$ cat src/rtl/pixel_flush_seq_pkg.sv
// rtl/pixel_flush_seq_pkg.sv - shared types and constants for the pixel cache flush sequencer
package pixel_flush_seq_pkg;

  typedef enum logic [2:0] {
    ST_IDLE,
    ST_READ,
    ST_DUMP,
    ST_WRITE,
    ST_DONE
  } state_e;

  localparam logic [1:0] BPP_2 = 2'd0;
  localparam logic [1:0] BPP_4 = 2'd1;
  localparam logic [1:0] BPP_8 = 2'd2;

  // Plane pairs are interleaved: planes 2k and 2k+1 sit side by side, 16 bytes per pair.
  localparam int PLANE_STRIDE = 16;

  function automatic logic [3:0] plane_count(input logic [1:0] bpp);
    case (bpp)
      BPP_2:   return 4'd2;
      BPP_4:   return 4'd4;
      default: return 4'd8;
    endcase
  endfunction

endpackage

$ cat src/rtl/pixel_flush_addr_gen.sv
// rtl/pixel_flush_addr_gen.sv - tile row base plus plane index to RAM byte address
module pixel_flush_addr_gen
  import pixel_flush_seq_pkg::*;
#(
  parameter int ADDR_W = 17
) (
  input  logic [ADDR_W-1:0] base,
  input  logic [2:0]        plane,
  output logic [ADDR_W-1:0] addr
);

  logic [ADDR_W-1:0] offset;

  always_comb begin
    offset = ADDR_W'(PLANE_STRIDE * int'(plane[2:1]) + int'(plane[0]));
    addr   = base + offset;
  end

endmodule

$ cat src/rtl/pixel_flush_seq.sv
// rtl/pixel_flush_seq.sv - sequences read-modify-write flush of the pixel cache through the bit-plane matrix
module pixel_flush_seq
  import pixel_flush_seq_pkg::*;
#(
  parameter int ADDR_W = 17
) (
  input  logic              clk,
  input  logic              reset,
  input  logic              flush_req,
  input  logic [7:0]        pix_valid,
  input  logic [1:0]        bpp_mode,
  input  logic [ADDR_W-1:0] base_addr,
  input  logic              ram_ack,
  output logic              flush_busy,
  output logic              flush_done,
  output logic [2:0]        pixel_sel,
  output logic [2:0]        plane_sel,
  output logic              dump,
  output logic              ramdone,
  output logic              ram_req,
  output logic              ram_we,
  output logic [ADDR_W-1:0] ram_addr
);

  state_e            state_q, state_d;
  logic [2:0]        plane_q, plane_d;
  logic [2:0]        pix_q, pix_d;
  logic [7:0]        mask_q, mask_d;
  logic [1:0]        bpp_q, bpp_d;
  logic [ADDR_W-1:0] base_q, base_d;
  logic [ADDR_W-1:0] plane_addr;
  logic              last_plane;

  pixel_flush_addr_gen #(.ADDR_W(ADDR_W)) u_addr_gen (
    .base  (base_q),
    .plane (plane_q),
    .addr  (plane_addr)
  );

  assign last_plane = ({1'b0, plane_q} == (plane_count(bpp_q) - 4'd1));

  always_ff @(posedge clk or posedge reset) begin
    if (reset) begin
      state_q <= ST_IDLE;
      plane_q <= '0;
      pix_q   <= '0;
      mask_q  <= '0;
      bpp_q   <= '0;
      base_q  <= '0;
    end else begin
      state_q <= state_d;
      plane_q <= plane_d;
      pix_q   <= pix_d;
      mask_q  <= mask_d;
      bpp_q   <= bpp_d;
      base_q  <= base_d;
    end
  end

  always_comb begin
    state_d = state_q;
    plane_d = plane_q;
    pix_d   = pix_q;
    mask_d  = mask_q;
    bpp_d   = bpp_q;
    base_d  = base_q;
    case (state_q)
      ST_IDLE: begin
        if (flush_req) begin
          mask_d  = pix_valid;
          bpp_d   = bpp_mode;
          base_d  = base_addr;
          plane_d = '0;
          pix_d   = '0;
          // A full cache overwrites every byte, so the read pass is only needed for partial masks.
          if (pix_valid == 8'h00)      state_d = ST_DONE;
          else if (pix_valid == 8'hFF) state_d = ST_DUMP;
          else                         state_d = ST_READ;
        end
      end
      ST_READ: begin
        if (ram_ack) begin
          if (last_plane) begin
            plane_d = '0;
            state_d = ST_DUMP;
          end else begin
            plane_d = plane_q + 3'd1;
          end
        end
      end
      ST_DUMP: begin
        pix_d = pix_q + 3'd1;
        if (pix_q == 3'd7) state_d = ST_WRITE;
      end
      ST_WRITE: begin
        if (ram_ack) begin
          if (last_plane) begin
            plane_d = '0;
            state_d = ST_DONE;
          end else begin
            plane_d = plane_q + 3'd1;
          end
        end
      end
      ST_DONE: state_d = ST_IDLE;
      default: state_d = ST_IDLE;
    endcase
  end

  always_comb begin
    flush_busy = 1'b0;
    flush_done = 1'b0;
    dump       = 1'b0;
    ramdone    = 1'b0;
    ram_req    = 1'b0;
    ram_we     = 1'b0;
    pixel_sel  = pix_q;
    plane_sel  = plane_q;
    case (state_q)
      ST_READ: begin
        flush_busy = 1'b1;
        ram_req    = 1'b1;
        ramdone    = ram_ack;
      end
      ST_DUMP: begin
        flush_busy = 1'b1;
        dump       = mask_q[pix_q];
      end
      ST_WRITE: begin
        flush_busy = 1'b1;
        ram_req    = 1'b1;
        ram_we     = 1'b1;
      end
      ST_DONE: flush_done = 1'b1;
      default: ;
    endcase
    ram_addr = ram_req ? plane_addr : '0;
  end

endmodule
$ cat config.mk
export PLATFORM = sky130hd
export DESIGN_NAME = pixel_flush_seq
export DESIGN_NICKNAME = d
export VERILOG_FILES = /design/src/rtl/pixel_flush_seq_pkg.sv /design/src/rtl/pixel_flush_addr_gen.sv /design/src/rtl/pixel_flush_seq.sv
export SDC_FILE = /design/constraint.sdc
export NUM_CORES = 1
export LEC_CHECK = 0
export CORE_MARGIN = 2
export CORE_UTILIZATION = 55
export DETAILED_ROUTE_END_ITERATION = 10
export DONT_BUFFER_PORTS = 1
export PLACE_DENSITY = 0.7
export SYNTH_ARGS = -nofsm -noshare
export SYNTH_HDL_FRONTEND = slang
export SYNTH_SLANG_ARGS = --single-unit
$ cat constraint.sdc
create_clock -name clk -period 3.5 [get_ports clk]
set_input_delay 0.525 -clock clk [delete_from_list [all_inputs] [get_ports clk]]
set_output_delay 0.525 -clock clk [all_outputs]
set_load 0.02 [all_outputs]
# Word-level counts from Yosys, hierarchy flattened
# Cells that the tools add are included.
# totals
register_bits	36
in_bits	31
output_inout_bits	29
word_cells	62
# classes
n_addsub	5
n_lt_le_gt_ge	1
n_eq_ne	15
muxes	24
n_reduce_logical	11
# ops
op	n
$mux W3	10
$add A17 B17 Y17	1
$mux W17	1
$ne A2 B2 Y1 const B	6
$pmux W3 S2	2
$pmux W3 S4	1
$eq A8 B8 Y1 const B	1
$logic_not A8 Y1	1
$pmux W4 S2	1
$add A6 B1 Y7	1
$mux W1	7
$add A3 B1 Y3 const B	2
$eq A3 B2 Y1 const B	2
$eq A3 B3 Y1 const B	2
$reduce_and A6 Y1	1
$eq A3 B4 Y1	1
$lt A3 B4 Y1 const B	1
$reduce_and A2 Y1	2
$reduce_bool A2 Y1	2
$sub A4 B1 Y4 const B	1
$bmux W1 S3	1
$eq A3 B1 Y1 const B	1
$logic_not A3 Y1	1
$reduce_and A3 Y1	1
other kinds (6)	6

# Longest topological paths before layout
# Gate-level depths: netlist of run 1.
# logic_depth
depth_word	7
mapped_depth	7

# Cells and area by module
# From an unflattened synthesis of run 1, not the netlist that was laid out.
# unflattened
cells_unflattened	185
hier_area_um2	2087.0
# modules_own_cells
module	n_inst	cells_per_inst	area_each_um2	seq_area_each_um2
pixel_flush_seq	1	143	1757.9	900.9
pixel_flush_addr_gen	1	42	329.1	0.0

# Worst setup path before layout of run 1
# No wires, ideal clock.
# synth_path
path_type	register to output
from	register plane_q[0], in the netlist plane_sel[0]
to	output ram_addr[12]
t_arrival_ns	2.079
path_slack_ns	0.896
path_stages_with_launch	8
n_path_buf	1
cell_sequence	dfrtp_1 ha_1 ha_1 nand3_1 o21a_1 buf_6 or3_1 a21oi_1
# synth_via
elab_chain_len	3
# synth_rtl
element	line	text
from (decl)	pixel_flush_seq.sv:26	logic [2:0] plane_q, plane_d;
from (signal assigned)	pixel_flush_seq.sv:52	plane_q <= plane_d;
$add A6 B1 Y7	pixel_flush_addr_gen.sv:15	offset = ADDR_W'(PLANE_STRIDE * int'(plane[2:1]) + int'(plane[0]));
$add A17 B17 Y17	pixel_flush_addr_gen.sv:16	addr = base + offset;
$mux W17	pixel_flush_seq.sv:137	ram_addr = ram_req ? plane_addr : '0;
to (decl)	pixel_flush_seq.sv:22	output logic [ADDR_W-1:0] ram_addr
# No other way between the ends.

# Worst setup path in the final report of run 1
# Ends and elaborated chain as after synthesis.

==> results.toml, run 1 <==
[clocking]
cts_setup_buffers = 0
numClockSinks = 36
clkTransAtPathRegs_ns = 0.07
hold_buffers = 0
cts_inserted_buffers = 5
htreeDepth = 2
cts_tree = "done"
cts_root_buffer = "clkbuf_8"
ctsResizeCount = 0
clk_path_buf_depth = 2
clk_latency_ns = 0.30

[route]
wl_mm = 4.29
ant_nets = 0
wire_per_inst_um = 17.4
drcViolationCount = 0
first_iter_violations = 81
vias = 1545
dr.pass1.iters = 4
routed_via_density = 6.26

[die]
die_x_um = 65.3
core-area_um2 = 3630
row_count = 22
die-area_um2 = 4260
die_y_um = 65.3
start_util = 0.568
ios = 60

[placement]
io_buffers = 0
place_hpwl_mm = 3.16
place_congestion = 0.791
placed_cells_incl_taps = 239

[timing]
hold_viol_final = 0
fin_crit_sh = 0.886
setup_viol = 0
hold_ws_ns = 0.223
setup-tns-final_ns = 0
final.setup_skew_ns = 0.00994
slew_headroom = 0.471
slew_violations = 0
max_freq_ghz = 0.323
max_slew.worst_pin.slew_ns = 0.786
fin_crit_ns = 3.10
rsz0062_at_grt = "false"

[worst_setup_path]
slowest_stage = "dfrtp_1"
crit_end = "ram_addr[12]"
timing.rr.start = "state_q[1]"
r2r_cells = 3
critPathLaunch = "plane_sel[0]"
crit_top_cell = "ha_1"
worstPathRequired_ns = 2.97
reg2reg_slack_ns = 1.42
start_kind = "flip-flop"
worstSetupPathType = "flip-flop to output pin"
reg2reg_to = "base_q[13]"
critPathMaxFanout = 10
end_kind = "output pin"
path_cells = "ha_1, ha_1, nand3_1, o21a_1, or3_1, a21oi_1"
worst_ep_arrival_time_ns = 2.57
slowest_delay_ns = 0.58

[layout]
nNetsFinal = 236
layout_commonest_cell = "dfrtp_1"
diodes = 0
fin_cells = 247
final_cell_mix = "dfrtp_1 (36), mux2_2 (26), nand2_1 (17), o21ai_0 (13), nor2_1 (12)"
area_delta_synth_final_pct = 6.91
drive_above_1_share = 0.191

[synth]
synthTopCellsByArea = "dfrtp_1 (44%), mux2_2 (14%), ha_1 (4.2%), o21ai_0 (3.2%), nand2_1 (3.1%)"
synth_top_area_frac = 0.437
synth_cells = 195
yosysWarnings = 0
syn_area_um2 = 2060
synth.largest_area_cell = "dfrtp_1"
synth_nets = 233
synth_seq_cells = 36
yosysUniqueCellTypes = 37
yosysSeqAreaShare = 0.437
synth_area_per_cell_um2 = 10.6

[global_route]
antenna_found_initial = 0
grt_max_degree = 37
grt_pass1_vias = 1563
grt_overflow_total = 0
grt_pass1_wl_mm = 7.20
globalRouteTotalUtil = 0.224

[status]
status = "finished clean"

[worst_hold_path]
hold_class = "input pin to asynchronous set/reset pin"

[power_and_ir_drop]
power.leakage_nw = 0.878
p_per_area_nw_per_um2 = 1020
ir_drop_mv = 0.423
finalPower_mw = 2.25

[job]
cap_viol_max_count = 0
[metal layers]
metal	vias up	global-route usage	share of wire
met5	-	0	0
met4	0	0.107	0.022
met3	8	0.0719	0.061
met2	44	0.380	0.50
met1	767	0.254	0.42
li1	726	-	-
[metrics by stage]
step,setup WS [ns],area (um2),util
5_1_grt,0.255,2210,0.607
6_report,0.401,2210,0.607
2_1_floorplan,0.896,2060,-
3_3_place_gp,0.784,2120,0.582
3_5_place_dp,0.707,2120,0.582
4_1_cts,0.369,2210,0.607
[state kept, by name, summed over array words and instances, names as in the netlist]
signal	cells
state_q	3
mask_q	8
base_q	17
pixel_sel	3
plane_sel	3
bpp_q	2
[synthesized netlist by cell type]
library cell / instances
nand2_1: 17
mux4_2: 2
a31oi_1: 1
o31a_1: 1
o21a_1: 1
buf_6: 1
inv_1: 3
buf_2: 4
and2_1: 4
a21oi_1: 10
dfrtp_1: 36
nand4b_1: 1
nand4bb_1: 1
ha_1: 7
o211ai_1: 2
nor4_1: 2
o21ai_0: 13
nor2_1: 12
nor3b_1: 1
a22o_1: 1
or3_1: 8
nor4b_2: 1
mux2_2: 26
clkbuf_1: 2
mux2i_1: 3
o22a_1: 1
nand4_1: 5
a221oi_1: 1
nand3_1: 7
and3_1: 2
xnor2_1: 2
a2bb2oi_1: 1
xor2_1: 5
and4_1: 3
nand2b_1: 3
o31ai_1: 2
a32o_1: 3
[final cells by class]
cell class	instances	area (um2)
clock buffer	8	90.1
fill	318	1430
inverter	3	11.3
multi-input combinational	149	1120
sequential	36	901
tap	48	60.1
timing repair buffer	3	22.5
[power by group]
group	switching (mW)	internal, mW
clock network	0.145	0.160
logic	0.605	0.431
registers	0.286	0.620
[worst max-delay path, delay by kind of cell (launching register included)]
| family | cells | cell delay [ns] |
|---|---|---|
| AOI/OAI and AO/OA | 2 | 0.70 |
| adders and majority gates | 2 | 0.50 |
| DFF | 1 | 0.58 |
| and+or+nand+nor | 2 | 0.50 |
[cells by family (layout without fill, tap and decap cells)]
group                      Yosys count  in the layout  synth area share
AOI/OAI and AO/OA                   37             37             0.113
xor gates and xnor gates             7              7            0.0297
and+or+nand+nor                     67             67             0.176
muxes                               31             31             0.178
adders and majority gates            7              7            0.0424
buffers and inverters               10             14            0.0243
DFF                                 36             36             0.437
[worst min path at each step]
stage	slack (ns)	startpoint	endpoint	depth (start not counted)
2_1_floorplan	0.48	mask_q[2]	mask_q[2]	1
3_3_place_gp	0.48	mask_q[6]	mask_q[6]	1
3_5_place_dp	0.49	mask_q[3]	mask_q[3]	1
4_1_cts	0.23	reset	base_q[9]	2
5_1_grt	0.26	reset	state_q[2]	2
6_report	0.22	reset	state_q[2]	2
Note: power is estimated with default switching activity, not from simulation.
==> run 2, diff against run 1 <==
--- a/config.mk
+++ b/config.mk
@@ -7,9 +7,11 @@
 export LEC_CHECK = 0
 export CORE_MARGIN = 2
 export CORE_UTILIZATION = 55
+export CTS_CLUSTER_DIAMETER = 150
 export DETAILED_ROUTE_END_ITERATION = 10
 export DONT_BUFFER_PORTS = 1
 export PLACE_DENSITY = 0.7
+export SLEW_MARGIN = 20
 export SYNTH_ARGS = -nofsm -noshare
 export SYNTH_HDL_FRONTEND = slang
 export SYNTH_SLANG_ARGS = --single-unit
==> results of run 2 <==
Final layout, timing and power as in run 1 (identical DEF).
==> run 3, diff against run 2 <==
--- a/config.mk
+++ b/config.mk
@@ -5,6 +5,7 @@
 export SDC_FILE = /design/constraint.sdc
 export NUM_CORES = 1
 export LEC_CHECK = 0
+export CORE_ASPECT_RATIO = 1.4
 export CORE_MARGIN = 2
 export CORE_UTILIZATION = 55
 export CTS_CLUSTER_DIAMETER = 150
==> constraint.sdc (replaced) <==
create_clock -name clk -period 3.5 [get_ports clk]
set_input_delay 0.525 -clock clk [delete_from_list [all_inputs] [get_ports clk]]
set_output_delay 0.525 -clock clk [all_outputs]
set_load 0.01 [all_outputs]
==> results.toml, run 3 (same netlist as run 1, synthesis figures left out) <==
[status]
status = "finished clean"

[global_route]
grt_overflow_total = 0
globalRouteTotalUtil = 0.233
grt_max_degree = 37
grt_pass1_wl_mm = 7.87
grt_pass1_vias = 1667
antenna_found_initial = 0

[timing]
final.setup_skew_ns = 0.00698
rsz0062_at_grt = "false"
setup_viol = 0
slew_headroom = 0.632
slew_violations = 0
fin_ws_ns = 0.563
fin_crit_sh = 0.839
setup-tns-final_ns = 0
max_freq_ghz = 0.340
max_slew.worst_pin.slew_ns = 0.553
fin_crit_ns = 2.94
hold_viol_final = 0

[placement]
place_hpwl_mm = 3.38
preCtsSetupSlack_ns = 0.914
place_congestion = 0.847
io_buffers = 0
placed_area_um2 = 2110

[power_and_ir_drop]
switching_share = 0.420
power.leakage_nw = 0.888
p_int_mw = 1.26
ir_drop_mv = 0.619
netSwitchingPower_mw = 0.913
p_comb_frac = 0.427
p_per_area_nw_per_um2 = 980
p_seq_frac = 0.407
clkPwrFrac = 0.166

[layout]
area.sequential_um2 = 901
diodes = 0
fillers = 315
final_cell_mix = "dfrtp_1 (36), mux2_2 (26), nand2_1 (17), o21ai_0 (13), nor2_1 (12)"
regMostFlops = "base_q"
finish.utilization = 0.614
area_delta_synth_final_pct = 7.40
nNetsFinal = 236
multi_input_comb_area_um2 = 1120
largestRegisters = "base_q (17), mask_q (8)"
largest_reg_flops = 17
layout_commonest_cell = "dfrtp_1"
postLayoutCellArea_um2 = 2220
drive_above_1_share = 0.196

[die]
ios = 60
start_util = 0.571
die_x_um = 55.8
core-area_um2 = 3610
die-area_um2 = 4260
die_y_um = 76.5
row_count = 26

[clocking]
clk_path_buf_depth = 2
numClockSinks = 36
clkTransAtPathRegs_ns = 0.07
cts_root_buffer = "clkbuf_8"
clk_latency_ns = 0.29
hold_buffers = 0
htreeDepth = 2
cts_setup_buffers = 0
ctsResizeCount = 0
cts_inserted_buffers = 5
cts_tree = "done"

[worst_setup_path]
crit_top_cell = "ha_1"
end_kind = "output pin"
worst_ep_arrival_time_ns = 2.41
slowest_stage = "dfrtp_1"
crit_family = "compound AO/OA/AOI/OAI gates"
cp_num_buf_inv = 0
worstSetupPathType = "flip-flop to output pin"
path_cells = "ha_1, ha_1, nand3_1, o21a_1, or3_1, a21oi_1"
worstPathRequired_ns = 2.97
start_kind = "flip-flop"
critPathMaxFanout = 10
slowest_delay_ns = 0.52

[job]
cap_viol_max_count = 0

[route]
first_iter_violations = 104
wl_mm = 4.55
drcViolationCount = 0
ant_nets = 0
wire_per_inst_um = 18.9
routed_via_density = 6.35
vias = 1530
dr.pass1.iters = 4

[worst_hold_path]
hold_class = "input pin to asynchronous set/reset pin"
==> run 3: layer usage <==
layer / share of wire / track usage / vias to the layer above
met3: 0.058 / 0.0662 / 5
met5: 0 / 0 / -
met1: 0.38 / 0.265 / 755
met2: 0.55 / 0.410 / 42
met4: 0.011 / 0.0854 / 0
li1: - / - / 728
==> run 3: power by group through the flow <==
stage	clock network (mW)	logic [mW]	registers [mW]
2_1_floorplan	0	0.809	0.803
6_report	0.360	0.927	0.885
3_3_place_gp	0	0.878	0.871
3_5_place_dp	0	0.929	0.892
5_1_grt	0.388	1.04	0.928
4_1_cts	0.365	0.936	0.884
==> run 3: worst paths after layout <==
kind | startpoint | endpoint | slack [ns] | depth (start not counted)
worst max-delay path | plane_sel[0] | ram_addr[16] | 0.56 | 6
worst min-delay path | reset | base_q[14] | 0.23 | 2
min in group clk | base_addr[6] | base_q[6] | 0.37 | 2
worst max register to register | state_q[2] | plane_sel[0] | 1.49 | 5
max in group asynchronous | reset | bpp_q[1] | 2.95 | 2
worst min register to register | mask_q[2] | mask_q[2] | 0.51 | 1
==> run 3: final cells by class <==
cell class              instances  share of cell area
well taps                      42              0.0237
clock buffers                   6              0.0327
multi-input cells             149               0.506
clock inverters                 2              0.0158
inverters                       3             0.00508
flip-flops and latches         36               0.407
repair buffers                  3              0.0102
==> run 3: stage by stage <==
step                      hold slack [ns]  total power [mW]  instances
after floorplan                     0.475              1.61        195
after global placement              0.485              1.75        233
after detailed placement            0.497              1.82        233
after CTS                           0.239              2.19        241
after global routing                0.273              2.36        241
final                               0.225              2.17        241
